`config.mk`:
```
export PLATFORM = sky130hd
export DESIGN_NAME = mem_arbiter
export DESIGN_NICKNAME = d
export VERILOG_FILES = /design/src/rtl/mem_arbiter.sv
export SDC_FILE = /design/constraint.sdc
export NUM_CORES = 1
export LEC_CHECK = 0
export CORE_AREA = 2 2 129 131
export DETAILED_ROUTE_END_ITERATION = 7
export DIE_AREA = 0 0 131 133
export PLACE_DENSITY = 0.61
export SKIP_LAST_GASP = 1
export SYNTH_ARGS = -nofsm -noshare
export SYNTH_HDL_FRONTEND = slang
export SYNTH_SLANG_ARGS = --single-unit
export TNS_END_PERCENT = 5
```
`constraint.sdc`:
```
create_clock -name clk -period 4.7 [get_ports clk]
set_clock_uncertainty 0.2 [all_clocks]
set_input_delay 0.705 -clock clk [delete_from_list [all_inputs] [get_ports clk]]
set_output_delay 0.705 -clock clk [all_outputs]
set_load 0.05 [all_outputs]
```
`src/rtl/mem_arbiter.sv`:
```
// Purpose: shares one data-memory port between the CPU load/store master and the DMA master.
// Latency: grant is registered, so mem_req rises 1 cycle after a request is first seen; the ready/rdata return is combinational.
// Backpressure: each requester holds req until its ready; the loser simply waits, and nothing is buffered or reordered.
//
// Ports:
//   clk, rst_n                          clock, async active-low reset
//   cpu_req/we/addr/wdata -> cpu_ready/rdata   CPU request group and completion
//   dma_req/we/addr/wdata -> dma_ready/rdata   DMA request group and completion
//   mem_req/we/addr/wdata <- mem_ready/rdata   shared memory port
//   arb_owner                           registered owner: 00 none, 01 CPU, 10 DMA
//   dma_stall_cnt                       DMA stall statistic
//
// Optional feature: define MEM_ARB_STATS_EN to build the 32-bit saturating DMA stall counter.
// Without it, dma_stall_cnt is tied to zero and no counter flops are built.

module mem_arbiter #(
    parameter int ADDR_W   = 32,
    parameter int XLEN     = 32,
    parameter int MAX_WAIT = 16
) (
    input  logic              clk,
    input  logic              rst_n,

    input  logic              cpu_req,
    input  logic              cpu_we,
    input  logic [ADDR_W-1:0] cpu_addr,
    input  logic [XLEN-1:0]   cpu_wdata,
    output logic              cpu_ready,
    output logic [XLEN-1:0]   cpu_rdata,

    input  logic              dma_req,
    input  logic              dma_we,
    input  logic [ADDR_W-1:0] dma_addr,
    input  logic [XLEN-1:0]   dma_wdata,
    output logic              dma_ready,
    output logic [XLEN-1:0]   dma_rdata,

    output logic              mem_req,
    output logic              mem_we,
    output logic [ADDR_W-1:0] mem_addr,
    output logic [XLEN-1:0]   mem_wdata,
    input  logic              mem_ready,
    input  logic [XLEN-1:0]   mem_rdata,

    output logic [1:0]        arb_owner,
    output logic [31:0]       dma_stall_cnt
);

    // Grant states share their encoding with arb_owner; GAP is masked to 00.
    typedef enum logic [1:0] {
        IDLE    = 2'b00,
        GNT_CPU = 2'b01,
        GNT_DMA = 2'b10,
        GAP     = 2'b11
    } state_t;

    state_t     state;
    state_t     next_state;
    logic [7:0] wait_cnt;
    logic       dma_starved;
    logic       dma_wins;
    logic       dma_waiting;

    // Starvation guard: once DMA has waited MAX_WAIT cycles it beats a pending CPU request.
    assign dma_starved = (MAX_WAIT != 0) && (int'(wait_cnt) >= MAX_WAIT);
    assign dma_wins    = dma_req && (!cpu_req || dma_starved);
    assign dma_waiting = dma_req && (state != GNT_DMA);

    // ------------------------------------------------------------------
    // State register
    // ------------------------------------------------------------------
    always_ff @(posedge clk or negedge rst_n) begin
        if (!rst_n) begin
            state <= IDLE;
        end else begin
            state <= next_state;
        end
    end

    // ------------------------------------------------------------------
    // Next-state logic
    // ------------------------------------------------------------------
    always_comb begin
        next_state = state;
        case (state)
            IDLE: begin
                if (dma_wins) begin
                    next_state = GNT_DMA;
                end else if (cpu_req) begin
                    next_state = GNT_CPU;
                end else begin
                    next_state = IDLE;
                end
            end
            GNT_CPU: begin
                // Dropping req before mem_ready aborts straight back to IDLE
                // and any mem_ready seen in that cycle is discarded.
                if (!cpu_req) begin
                    next_state = IDLE;
                end else if (mem_ready) begin
                    next_state = GAP;
                end
            end
            GNT_DMA: begin
                if (!dma_req) begin
                    next_state = IDLE;
                end else if (mem_ready) begin
                    next_state = GAP;
                end
            end
            GAP: begin
                // One bubble so the finished owner can drop its req before re-arbitration.
                next_state = IDLE;
            end
            default: begin
                next_state = IDLE;
            end
        endcase
    end

    // ------------------------------------------------------------------
    // Output logic
    // ------------------------------------------------------------------
    always_comb begin
        mem_req   = 1'b0;
        mem_we    = 1'b0;
        mem_addr  = '0;
        mem_wdata = '0;
        cpu_ready = 1'b0;
        cpu_rdata = '0;
        dma_ready = 1'b0;
        dma_rdata = '0;
        arb_owner = 2'b00;
        case (state)
            GNT_CPU: begin
                mem_req   = cpu_req;
                mem_we    = cpu_we;
                mem_addr  = cpu_addr;
                mem_wdata = cpu_wdata;
                cpu_ready = cpu_req && mem_ready;
                cpu_rdata = mem_rdata;
                arb_owner = 2'b01;
            end
            GNT_DMA: begin
                mem_req   = dma_req;
                mem_we    = dma_we;
                mem_addr  = dma_addr;
                mem_wdata = dma_wdata;
                dma_ready = dma_req && mem_ready;
                dma_rdata = mem_rdata;
                arb_owner = 2'b10;
            end
            default: begin
            end
        endcase
    end

    // ------------------------------------------------------------------
    // DMA wait counter (8-bit, saturating, cleared on entry to GNT_DMA)
    // ------------------------------------------------------------------
    always_ff @(posedge clk or negedge rst_n) begin
        if (!rst_n) begin
            wait_cnt <= 8'd0;
        end else if ((state != GNT_DMA) && (next_state == GNT_DMA)) begin
            wait_cnt <= 8'd0;
        end else if (dma_waiting && (wait_cnt != 8'hFF)) begin
            wait_cnt <= wait_cnt + 8'd1;
        end
    end

    // ------------------------------------------------------------------
    // DMA stall statistic
    // ------------------------------------------------------------------
`ifdef MEM_ARB_STATS_EN
    logic [31:0] stall_q;

    always_ff @(posedge clk or negedge rst_n) begin
        if (!rst_n) begin
            stall_q <= 32'd0;
        end else if (dma_waiting && (stall_q != 32'hFFFF_FFFF)) begin
            stall_q <= stall_q + 32'd1;
        end
    end

    assign dma_stall_cnt = stall_q;
`else
    assign dma_stall_cnt = 32'd0;
`endif

endmodule

```
==> results of run 1 <==
-- path summary, 6_finish.rpt --
kind / start / to / slack, ns / cells after the start
min: wait_cnt[2] / wait_cnt[2] / 0.39 / 2
min in group asynchronous: rst_n / wait_cnt[5] / 0.60 / 1
max in group asynchronous: rst_n / wait_cnt[2] / 3.38 / 1
max reg2reg: state[0] / wait_cnt[0] / 1.77 / 6
min reg2reg: wait_cnt[2] / wait_cnt[2] / 0.39 / 2
max: state[0] / mem_wdata[21] / 0.81 / 5
-- worst max-delay path, cell delays in order (launching register included) --
cell and delay, ns:
dfrtp_1 0.41, inv_1 0.14, ha_4 0.86, a22oi_1 0.29
nor2b_1 0.19, clkdlybuf4s50_1 0.82
-- metrics by stage --
stage          instance area, um^2  hold slack (ns)
2_1_floorplan                 2454           0.2094
3_3_place_gp                  5400           0.3626
3_5_place_dp                  5400           0.3769
4_1_cts                       5475           0.3886
5_1_grt                       5475           0.4302
6_report                      5475           0.3911
-- where the power goes --
group / switching (mW) / internal (mW)
registers: 0.0243 / 0.107
logic: 1.00 / 0.598
clock network: 0.0396 / 0.110
total: 1.07 / 0.815
-- cell type report --
type                    instances  area (um^2)  share of cell area [%]
repair buffers                300         3003                   54.84
multi-input cells             280         1849                   33.78
well taps                     220        275.3                   5.027
flip-flops and latches         10        250.2                   4.570
clock buffers                   3        75.07                   1.371
inverters                       6        22.52                  0.4113
-- layout by cell type (no fill, tap or decap), types with 2 or more instances in the layout --
cell type	netlist	final
nor3_2	2	2
a21oi_1	2	2
nor2_1	9	9
a22oi_1	65	65
nor2b_1	67	67
nand3_1	2	2
and3_1	3	3
ha_1	5	2
nand2_1	4	4
clkdlybuf4s50_1	0	300
and2_1	65	65
inv_1	6	6
a211oi_1	2	2
ha_4	0	2
conb_1	1	32
dfrtp_1	10	10
o31ai_1	3	3
xnor2_1	4	4
clkbuf_16	0	3
-- flip-flops by register name, summed over array words and instances (netlist names) --
name / flops
wait_cnt: 8
state: 2
-- cells by family (layout without fill, tap and decap cells) --
family	after synthesis	after routing	synth area share, %
other	1	32	0.1604
XOR/XNOR	4	4	1.499
AO/OA/AOI/OAI	79	79	26.07
multiplexers	1	1	0.4283
flip-flops	10	10	10.71
buffers and inverters	68	309	16.33
AND/OR/NAND/NOR	159	159	42.13
adder cells (fa/ha/maj)	5	5	2.677
-- per-layer routing --
layer	track usage (%)	vias up	wire length, um
li1	-	1612	-
met3	2.184	9	1106
met1	12.84	1536	4182
met2	22.60	203	6088
met5	0	-	0
met4	2.246	0	102
==> results.cfg, run 1 <==
[cells_and_area]
fillers = 1651
final_util_pct = 33.86
layout.cells.non_filler = 819
layout-drive-gt1-share_pct = 2.170
areaGrowthSynthToFinish_pct = 134.3
num_antenna_cells = 0
nets = 773

[synthesis]
syn-instance-count = 327
ys_async_sr_fraction_pct = 100.0
synthFlopType = dfrtp_1
synth_top_area_share_pct = 20.88
ys_warn_count = 0
seq_area_frac_synth_pct = 10.71
synth_edf_count = 0
synth.top_cells.by_count = nor2b_1 (67), a22oi_1 (65), and2_1 (65)
synth_top_area_cell = a22oi_1
synth_cell_type_count = 35
synth_area_leaders = a22oi_1 (21%), nor2b_1 (18%), and2_1 (17%)
synth_seq_cells = 10
synthesis.area_mm2 = 0.002337
synth_most_common_cell = nor2b_1
syn_area_per_cell_um2 = 7.148

[setup_path]
worstPathMaxFanout = 104
cp_data_arrival_time_ns = 2.98
cp-start-kind = register
required_ns = 3.80
end_kind = primary output
crit_type = register to primary output

[die]
die_h_um = 133
start_util_pct = 14.45
num_rows = 47
die_x_um = 131
core-area_mm2 = 0.01617
ioPinCount = 333
dieArea_mm2 = 0.01742

[clock_tree]
ctsResizeCount = 0
postCtsHoldBufs = 0
clk_path_buf_depth = 2
clock_sinks = 10
postCtsSetupBuffers = 0
clkTransAtPathRegs_ns = 0.04
clock_latency_ns = 0.24
cts_root_buf = clkbuf_16
cts_tree = done
cts_buffers = 3
htree_levels = 1

[sta]
fmax_mhz = 257.4
rsz0062_at_grt = no
min_period_over_period_pct = 82.67
setup_viol = 0
fin_crit_ns = 3.885
tns_ns = 0
slew_headroom_pct = 28.23
drv_slew = 0
hold_viol = 0
worst_pin_slew_ns = 1.077
setup_ws_ns = 0.8145

[drt]
drt_iter0_drc = 99
drtPass1Iterations = 4
antenna_left = 0
drc_errors = 0
wl_mm = 11.48
wl_per_cell_um = 14.02
vias_per_cell = 4.103
vias = 3360

[power]
ir_worst_vdd_mv = 0.2381
powerDensity_mw_per_mm2 = 343.6
totalPowerFinal_mw = 1.881
total_leakage_power_nw = 1.918

[global_route]
grt_overflow = 0
antenna_found_initial = 0
grt_pass1_vias = 3273
grt_pass1_wl_mm = 16.57
grtUsageTotal_pct = 11.62
grt_start_max_net_pins = 105

[status]
status = complete, no violations

[place]
dpl.hpwl_mm = 8.946
place_ws_ns = 1.029
gp_congestion = 0.8888
dp_cells = 816
io_buffers = 300

[run]
max_cap_viol_count = 0

[min_path]
min_path_type = register to register
No activity file was read; power rests on OpenSTA's default activity.
==> run 2, diff against run 1 <==
--- a/config.mk
+++ b/config.mk
@@ -5,10 +5,10 @@
 export SDC_FILE = /design/constraint.sdc
 export NUM_CORES = 1
 export LEC_CHECK = 0
-export CORE_AREA = 2 2 129 131
+export CORE_AREA = 2 2 130 132
 export DETAILED_ROUTE_END_ITERATION = 7
-export DIE_AREA = 0 0 131 133
-export PLACE_DENSITY = 0.61
+export DIE_AREA = 0 0 132 134
+export PLACE_DENSITY = 0.62
 export SKIP_LAST_GASP = 1
 export SYNTH_ARGS = -nofsm -noshare
 export SYNTH_HDL_FRONTEND = slang
==> constraint.sdc (replaced) <==
create_clock -name clk -period 3.5 [get_ports clk]
set_clock_uncertainty 0.2 [all_clocks]
set_input_delay 0.525 -clock clk [delete_from_list [all_inputs] [get_ports clk]]
set_output_delay 0.525 -clock clk [all_outputs]
set_load 0.05 [all_outputs]
==> run 2 against run 1 <==
Global-route usage increased by 0.89 points; non-clock buffer count rose by 8; via count shrank 0.18%; sequential power increased by 34%; core utilization decreased by 0.71 points; sequential share of layout area rose by 0.065 points; flip-flop and latch count is the same; worst setup slack worse by 0.55 ns.
==> results.cfg, run 2 (synthesized netlist as in run 1, its figures left out) <==
[cells_and_area]
num_antenna_cells = 0
layout-drive-gt1-share_pct = 15.13
regMostFlops = wait_cnt
layout.cells.non_filler = 828
nets = 781
design_area_mm2 = 0.005399
layout_commonest_cell = clkdlybuf4s50_1
mostFrequentLayoutCells = clkdlybuf4s50_1 (230), buf_4 (76), nor2b_1 (67)
areaGrowthSynthToFinish_pct = 131.0
reg_top3 = wait_cnt x8, state x2
final_util_pct = 33.14
largest_reg_flops = 8

[setup_path]
required_ns = 2.77
crit_type = register to primary output
worstPathMaxFanout = 72
cp-start-kind = register
r2r-end = wait_cnt[1]
cp_data_arrival_time_ns = 2.51
ff2ff_setup_slack_ns = 0.82
r2r-start = state[0]
end_kind = primary output
reg2regPathDepth = 6

[drt]
wl_per_cell_um = 14.55
vias = 3354
drc_errors = 0
antenna_left = 0
drtPass1Iterations = 4
vias_per_cell = 4.051
wl_mm = 12.04
drt_iter0_drc = 155

[place]
gp_congestion = 0.7811
dp_cells = 824
dpl.hpwl_mm = 9.790
place_area_mm2 = 0.005310
io_buffers = 300

[min_path]
holdPathStages = 2
hold_start = wait_cnt[2]
min_path_type = register to register
min_to = wait_cnt[2]

[clock_tree]
cts_tree = done
clk_path_buf_depth = 2
postCtsSetupBuffers = 0
postCtsHoldBufs = 0
cts_buffers = 3
cts_root_buf = clkbuf_16
clkTransAtPathRegs_ns = 0.04
clock_sinks = 10
clock_latency_ns = 0.24
ctsResizeCount = 0
htree_levels = 1

[die]
die_x_um = 132
start_util_pct = 14.35
ioPinCount = 333
dieArea_mm2 = 0.01769
die_h_um = 134
core-area_mm2 = 0.01629
num_rows = 47

[sta]
slew_headroom_pct = 50.07
setup_viol = 0
worst_pin_slew_ns = 0.7489
drv_slew = 0
rsz0062_at_grt = no
min_period_over_period_pct = 92.34
fmax_mhz = 309.4
fin_crit_ns = 3.232
hold_viol = 0
tns_ns = 0

[global_route]
grt_start_max_net_pins = 73
grtUsageTotal_pct = 12.51
grt_overflow = 0
antenna_found_initial = 0
grt_pass1_vias = 3334
grt_pass1_wl_mm = 18.04

[power]
ir_worst_vdd_mv = 0.2097
powerDensity_mw_per_mm2 = 474.1
total_leakage_power_nw = 2.108

[run]
max_cap_viol_count = 0

[status]
status = complete, no violations
## run 2: cell count changes in the layout (fill, tap and decap cells not counted)
cell             before  now
buf_12                0    2
buf_4                 0   76
clkdlybuf4s50_1     300  230
clkbuf_8              0    1
## run 2: area by class of cell
type	count	area (um^2)
Clock buffer	4	88.84
Tap cell	220	275.3
Timing Repair Buffer	308	2913
Inverter	6	22.52
Fill cell	1781	10890
Sequential cell	10	250.2
Multi-Input combinational cell	280	1849
## run 2: power by group
| part | internal, mW | switching, mW | total [mW] |
|---|---|---|---|
| Combinational | 0.791 | 1.37 | 2.16 |
| Sequential | 0.143 | 0.0325 | 0.175 |
| Clock | 0.172 | 0.0547 | 0.227 |
## run 2: stage by stage
stage | setup WS [ns] | total power [mW] | hold slack (ns)
2_1_floorplan | 0.3808 | 1.619 | 0.02941
3_3_place_gp | 0.5272 | 2.353 | 0.3727
3_5_place_dp | 0.4867 | 2.358 | 0.3828
4_1_cts | 0.2475 | 2.592 | 0.3917
5_1_grt | 0.1155 | 2.710 | 0.4160
6_report | 0.2680 | 2.560 | 0.3841
## run 2: how the worst max path moves through the flow
stage	startpoint	to	slack, ns	depth (start not counted)
2_1_floorplan	state[0]	mem_addr[0]	0.38	6
3_3_place_gp	state[0]	dma_rdata[14]	0.53	4
3_5_place_dp	state[0]	dma_rdata[16]	0.49	4
4_1_cts	state[0]	dma_rdata[18]	0.25	4
5_1_grt	state[0]	dma_rdata[27]	0.12	4
6_report	state[0]	dma_rdata[18]	0.27	4
## run 2: critical path, cell delays in order (launching register included)
cell,delay (ns)
dfrtp_1,0.42
inv_1,0.14
ha_4,0.63
and2_1,0.24
clkdlybuf4s50_1,0.80
## run 2: layer usage
| metal | vias to the layer above | part of all wire, % | track usage (%) |
|---|---|---|---|
| li1 | 1626 | - | - |
| met1 | 1515 | 41 | 15.30 |
| met2 | 205 | 49 | 22.45 |
| met3 | 8 | 8.7 | 2.872 |
| met4 | 0 | 1.3 | 2.476 |
| met5 | - | 0 | 0 |
